$ cat config.mk
export PLATFORM = sky130hd
export DESIGN_NAME = uart_rx_fsm
export DESIGN_NICKNAME = d
export VERILOG_FILES = /design/src/rtl/uart_pkg.sv /design/src/rtl/uart_sync.sv /design/src/rtl/uart_rx_fsm.sv
export SDC_FILE = /design/constraint.sdc
export NUM_CORES = 1
export LEC_CHECK = 0
export BUFFER_PORTS_ARGS = -buffer_cell sky130_fd_sc_hd__buf_2
export CORE_MARGIN = 2
export CORE_UTILIZATION = 34
export CTS_BUF_LIST = sky130_fd_sc_hd__clkbuf_8
export DETAILED_ROUTE_END_ITERATION = 8
export HOLD_SLACK_MARGIN = 0.05
export PLACE_DENSITY_LB_ADDON = 0.05
export RECOVER_POWER = 100
export SYNTH_ARGS = -nofsm -noshare
export SYNTH_HDL_FRONTEND = slang
export SYNTH_HIERARCHICAL = 1
export SYNTH_SLANG_ARGS = --single-unit
export TNS_END_PERCENT = 20
$ cat constraint.sdc
create_clock -name clk -period 2 [get_ports clk]
set_clock_uncertainty 0.2 [all_clocks]
set_input_delay 0.6 -clock clk [delete_from_list [all_inputs] [get_ports clk]]
set_output_delay 0.6 -clock clk [all_outputs]
set_load 0.03 [all_outputs]
$ cat src/rtl/uart_pkg.sv
// Shared UART receive-path types and constants.
package uart_pkg;

    typedef enum logic [2:0] {
        IDLE,
        START,
        DATA,
        STOP,
        BREAK
    } rx_state_t;

    localparam int unsigned UART_DATA_BITS  = 8;
    localparam logic        UART_IDLE_LEVEL = 1'b1;

endpackage

$ cat src/rtl/uart_sync.sv
// Two-flop synchroniser for an asynchronous single-bit input.
// Both flops reset to RST_VAL so the synced output starts at the line's idle level.
module uart_sync #(
    parameter logic RST_VAL = 1'b1
) (
    input  logic clk,
    input  logic rst_n,
    input  logic i_async,
    output logic o_sync
);

    logic r_meta;
    logic r_sync;

    always_ff @(posedge clk or negedge rst_n) begin
        if (!rst_n) begin
            r_meta <= RST_VAL;
            r_sync <= RST_VAL;
        end else begin
            r_meta <= i_async;
            r_sync <= r_meta;
        end
    end

    assign o_sync = r_sync;

endmodule

$ cat src/rtl/uart_rx_fsm.sv
// UART receiver: 1 start, 8 data bits LSB-first, >=1 stop, mid-bit sampling.
// Define UART_RX_CHECKSUM_EN to enable the running byte sum on o_sum.
module uart_rx_fsm
    import uart_pkg::*;
#(
    parameter int unsigned cycles_per_bit = 4
) (
    input  logic                      clk,
    input  logic                      rst_n,
    input  logic                      i_serial,
    output logic [UART_DATA_BITS-1:0] o_data,
    output logic                      o_valid,
    output logic                      o_frame_err,
    output logic                      o_busy,
    output logic [31:0]               o_sum
);

    localparam int unsigned half_bit = cycles_per_bit / 2;
    localparam int unsigned CW       = $clog2(cycles_per_bit);
    localparam int unsigned BW       = $clog2(UART_DATA_BITS);

    localparam logic [CW-1:0] HALF_LOAD = CW'(half_bit - 1);
    localparam logic [CW-1:0] BIT_LOAD  = CW'(cycles_per_bit - 1);
    localparam logic [BW-1:0] LAST_BIT  = BW'(UART_DATA_BITS - 1);

    logic w_s;

    rx_state_t                 r_state, w_state_nxt;
    logic [CW-1:0]             r_cnt, w_cnt_nxt;
    logic [BW-1:0]             r_bit, w_bit_nxt;
    logic [UART_DATA_BITS-1:0] r_shift, w_shift_nxt;
    logic [UART_DATA_BITS-1:0] r_data, w_data_nxt;
    logic                      r_valid, w_valid_nxt;
    logic                      r_ferr, w_ferr_nxt;

    uart_sync #(
        .RST_VAL(UART_IDLE_LEVEL)
    ) u_sync (
        .clk    (clk),
        .rst_n  (rst_n),
        .i_async(i_serial),
        .o_sync (w_s)
    );

    always_ff @(posedge clk or negedge rst_n) begin
        if (!rst_n) begin
            r_state <= IDLE;
            r_cnt   <= '0;
            r_bit   <= '0;
            r_shift <= '0;
            r_data  <= '0;
            r_valid <= 1'b0;
            r_ferr  <= 1'b0;
        end else begin
            r_state <= w_state_nxt;
            r_cnt   <= w_cnt_nxt;
            r_bit   <= w_bit_nxt;
            r_shift <= w_shift_nxt;
            r_data  <= w_data_nxt;
            r_valid <= w_valid_nxt;
            r_ferr  <= w_ferr_nxt;
        end
    end

    always_comb begin
        w_state_nxt = r_state;
        w_cnt_nxt   = r_cnt;
        w_bit_nxt   = r_bit;
        w_shift_nxt = r_shift;
        w_data_nxt  = r_data;
        w_valid_nxt = 1'b0;
        w_ferr_nxt  = 1'b0;

        unique case (r_state)
            IDLE: begin
                if (!w_s) begin
                    w_state_nxt = START;
                    w_cnt_nxt   = HALF_LOAD;
                end
            end
            START: begin
                if (r_cnt != '0) begin
                    w_cnt_nxt = r_cnt - 1'b1;
                end else if (w_s) begin
                    w_state_nxt = IDLE;
                end else begin
                    w_state_nxt = DATA;
                    w_bit_nxt   = '0;
                    w_cnt_nxt   = BIT_LOAD;
                end
            end
            DATA: begin
                if (r_cnt != '0) begin
                    w_cnt_nxt = r_cnt - 1'b1;
                end else begin
                    w_shift_nxt = {w_s, r_shift[UART_DATA_BITS-1:1]};
                    w_cnt_nxt   = BIT_LOAD;
                    if (r_bit == LAST_BIT) begin
                        w_state_nxt = STOP;
                    end else begin
                        w_bit_nxt = r_bit + 1'b1;
                    end
                end
            end
            STOP: begin
                if (r_cnt != '0) begin
                    w_cnt_nxt = r_cnt - 1'b1;
                end else if (w_s) begin
                    w_data_nxt  = r_shift;
                    w_valid_nxt = 1'b1;
                    w_state_nxt = IDLE;
                end else begin
                    w_ferr_nxt  = 1'b1;
                    w_state_nxt = BREAK;
                end
            end
            BREAK: begin
                // Hold here until the line recovers so a stuck-low line cannot retrigger.
                if (w_s) begin
                    w_state_nxt = IDLE;
                end
            end
            default: begin
                w_state_nxt = IDLE;
            end
        endcase
    end

    assign o_data      = r_data;
    assign o_valid     = r_valid;
    assign o_frame_err = r_ferr;
    assign o_busy      = (r_state != IDLE);

`ifdef UART_RX_CHECKSUM_EN
    logic [31:0] r_sum;

    always_ff @(posedge clk or negedge rst_n) begin
        if (!rst_n) begin
            r_sum <= '0;
        end else if (r_valid) begin
            r_sum <= r_sum + 32'(r_data);
        end
    end

    assign o_sum = r_sum;
`else
    assign o_sum = '0;
`endif

endmodule

==> impl_metrics.toml <==
[status]
status = "completed"

[clock_network]
cts_sinks = 28
clock_latency_ps = 270
cts_root_buffer = "clkbuf_8"
numCtsBuffers = 3
htreeDepth = 1
cts_hold_buf = 0
clkSlewWorstSetupHoldPaths_ps = 90
cts_max_path_buffers = 2
cts_tree = "done"

[logic_synthesis]
syn_inst = 129
ys_seq_elements = 28
synth.area.top_cells = "dfrtp_1 44%, buf_4 16%, mux2_2 13%"
synth_cell_type_count = 31
syn_avg_cell_area_sq_um = 11.4
synth_top_area_share_pct = 44.4
yosysWarnings = 6
ys_seq_area_share_pct = 48.0
yosysTopAreaCell = "dfrtp_1"
netlist_area_sq_um = 1470

[routing]
postRouteAntennaNets = 0
routed_wl_um = 2110
routed_via_density = 4.28
vias = 843
drc = 0
wl_per_cell_um = 10.7
drt-pass1-iter-count = 2
drtIter0Drc = 21

[min_path]
min_path_type = "in -> async"

[global_routing]
grt_pass1_vias = 743
overflow = 0
grt_pass1_wl_um = 3440
grt.total_usage_pct = 8.70
grt_max_degree = 29
grt_antenna_before_repair = 0

[setup_path]
cp_data_arrival_time_ps = 1190
cp-start-kind = "register"
cp_max_fo = 2
worstSetupPathType = "reg -> out"
cp_data_required_time_ps = 1200
critPathCaptureType = "primary output"

[place]
gp_routability_congestion = 0.718
portBuffers = 13
post_dp_cell_area_sq_um = 1480
dp.cells = 191
dp_hpwl_um = 1550

[cells_and_area]
nNetsFinal = 155
multi_input_area_sq_um = 602
ff_latch_area_sq_um = 703
antennaDiodeCount = 0
instances_no_fill = 197
fillerInstances = 411
drive_gt1_share_pct = 23.8
design_area_sq_um = 1560
area_growth_pct = 6.15

[timing]
final_hold_viol_count = 0
period_share_pct = 99.3
relSlewSlack_pct = 54.9
period_needed_ps = 1990
slew_viol_final = 0
rsz0062_at_grt = "yes"
worstMarginPinSlew_ps = 677
setup_viol = 0
max_freq_mhz = 503
hold_slack_ps = 149

[power_and_ir_drop]
power.density_nw_per_um2 = 1330
leakagePower_uw = 0.000805
vdd_ir_drop_max_mv = 0.420

[die]
core-area_sq_um = 4090
die_area_sq_um = 4850
fp.dieW_um = 69.6
start_util_pct = 35.9
chipHeight_um = 69.6
ios = 46
rows = 23

[run]
cap_violations = 0
-- worst paths after layout --
| check | from | endpoint | slack (ps) | cells after the start |
|---|---|---|---|---|
| worst max-delay path | r_state[0]$_DFFE_PN0P_ | o_busy | 10 | 2 |
| worst min-delay path | rst_n | r_bit[1]$_DFFE_PN0P_ | 150 | 1 |
| worst max register to register | r_cnt[0]$_DFFE_PN0P_ | r_cnt[1]$_DFFE_PN0P_ | 110 | 7 |
| worst min register to register | u_sync/r_meta$_DFF_PN1_ | u_sync/o_sync$_DFF_PN1_ | 160 | 0 |
| max in group asynchronous | rst_n | o_valid$_DFF_PN0_ | 1020 | 1 |
| min in group clk | u_sync/r_meta$_DFF_PN1_ | u_sync/o_sync$_DFF_PN1_ | 160 | 0 |
-- stage by stage --
step	utilization [%]	setup slack [ps]	total power [uW]	setup TNS, ps
detailed placement	36.2	101	1630	0
finish	38.1	13.4	2060	0
floorplan	-	129	1480	0
global route	38.1	-29.6	2200	-29.6
global placement	36.2	117	1620	0
CTS	38.3	1.11	2110	0
-- Yosys cell counts --
cell	count
a21oi_1	2
a22o_1	2
a311oi_1	1
a32oi_1	2
and2b_1	1
and3_1	1
buf_2	3
buf_4	32
clkbuf_1	1
conb_1	1
dfrtp_1	26
dfstp_2	2
ha_1	4
inv_1	5
mux2_1	1
mux2_2	17
mux2i_1	2
nand2_1	2
nand2b_1	1
nand3_1	1
nand4_2	1
nor2_1	7
nor2b_1	1
nor3_1	3
nor4_1	1
o21ai_0	4
o221ai_1	1
o31ai_1	1
or2_1	1
or2_2	1
or3_1	1
-- cells in the final DEF, fill, tap and decap left out, types with 2 or more instances in the layout --
| master | count |
|---|---|
| buf_2 | 2 |
| a21oi_1 | 2 |
| a22o_1 | 2 |
| buf_4 | 6 |
| nand2_1 | 2 |
| ha_1 | 4 |
| clkbuf_1 | 10 |
| mux2_2 | 17 |
| clkbuf_8 | 3 |
| dfrtp_1 | 26 |
| nor3_1 | 3 |
| mux2i_1 | 2 |
| nor2_1 | 7 |
| o21ai_0 | 4 |
| dfstp_2 | 2 |
| inv_1 | 5 |
| conb_1 | 32 |
| a32oi_1 | 2 |
-- area by class of cell --
| type | instances | area share, % |
|---|---|---|
| clock inverter | 1 | 1.93 |
| timing repair buffer | 19 | 6.28 |
| tap | 50 | 4.02 |
| multi-input combinational | 91 | 38.7 |
| sequential | 28 | 45.2 |
| inverter | 5 | 1.21 |
| clock buffer | 3 | 2.65 |
-- where the power goes --
part / internal, uW / switching (uW)
clock: 268 / 169
sequential: 704 / 75.6
combinational: 340 / 509
-- registers in the layout (all words and copies together), names as in the netlist --
register / count
o_data: 8
o_frame_err: 1
o_valid: 1
r_bit: 3
r_cnt: 2
r_shift: 8
r_state: 3
u_sync/o_sync: 1
u_sync/r_meta: 1
-- worst max-delay path, cell delays in order (launching register included) --
cell and delay (ps):
dfrtp_1 380, or3_1 360, buf_2 180
-- repair_timing --
action,in CTS,in global routing
gates resized for setup,0,1
setup buffers,2,0
setup endpoints to repair,1,9
-- logic make-up (layout without fill, tap and decap cells) --
| family | Yosys count | in the layout | share of synthesized area [%] |
|---|---|---|---|
| compound gates | 13 | 13 | 6.15 |
| flops | 28 | 28 | 48.0 |
| buf+inv | 41 | 28 | 19.0 |
| mux | 20 | 20 | 15.2 |
| fa+ha+maj | 4 | 4 | 3.42 |
| other cells | 1 | 32 | 0.256 |
| simple gates | 22 | 22 | 8.03 |
-- metal layers --
layer  vias up  part of all wire, %  GRT usage (%)  wire length [um]
li1        413                    -              -                 -
met1       388                   47           11.1              1000
met2        40                   45           14.1               948
met3         2                  7.0           2.33               147
met4         0                 0.66           3.21                14
met5         -                    0              0                 0
Power figures use the tool's default switching activity.
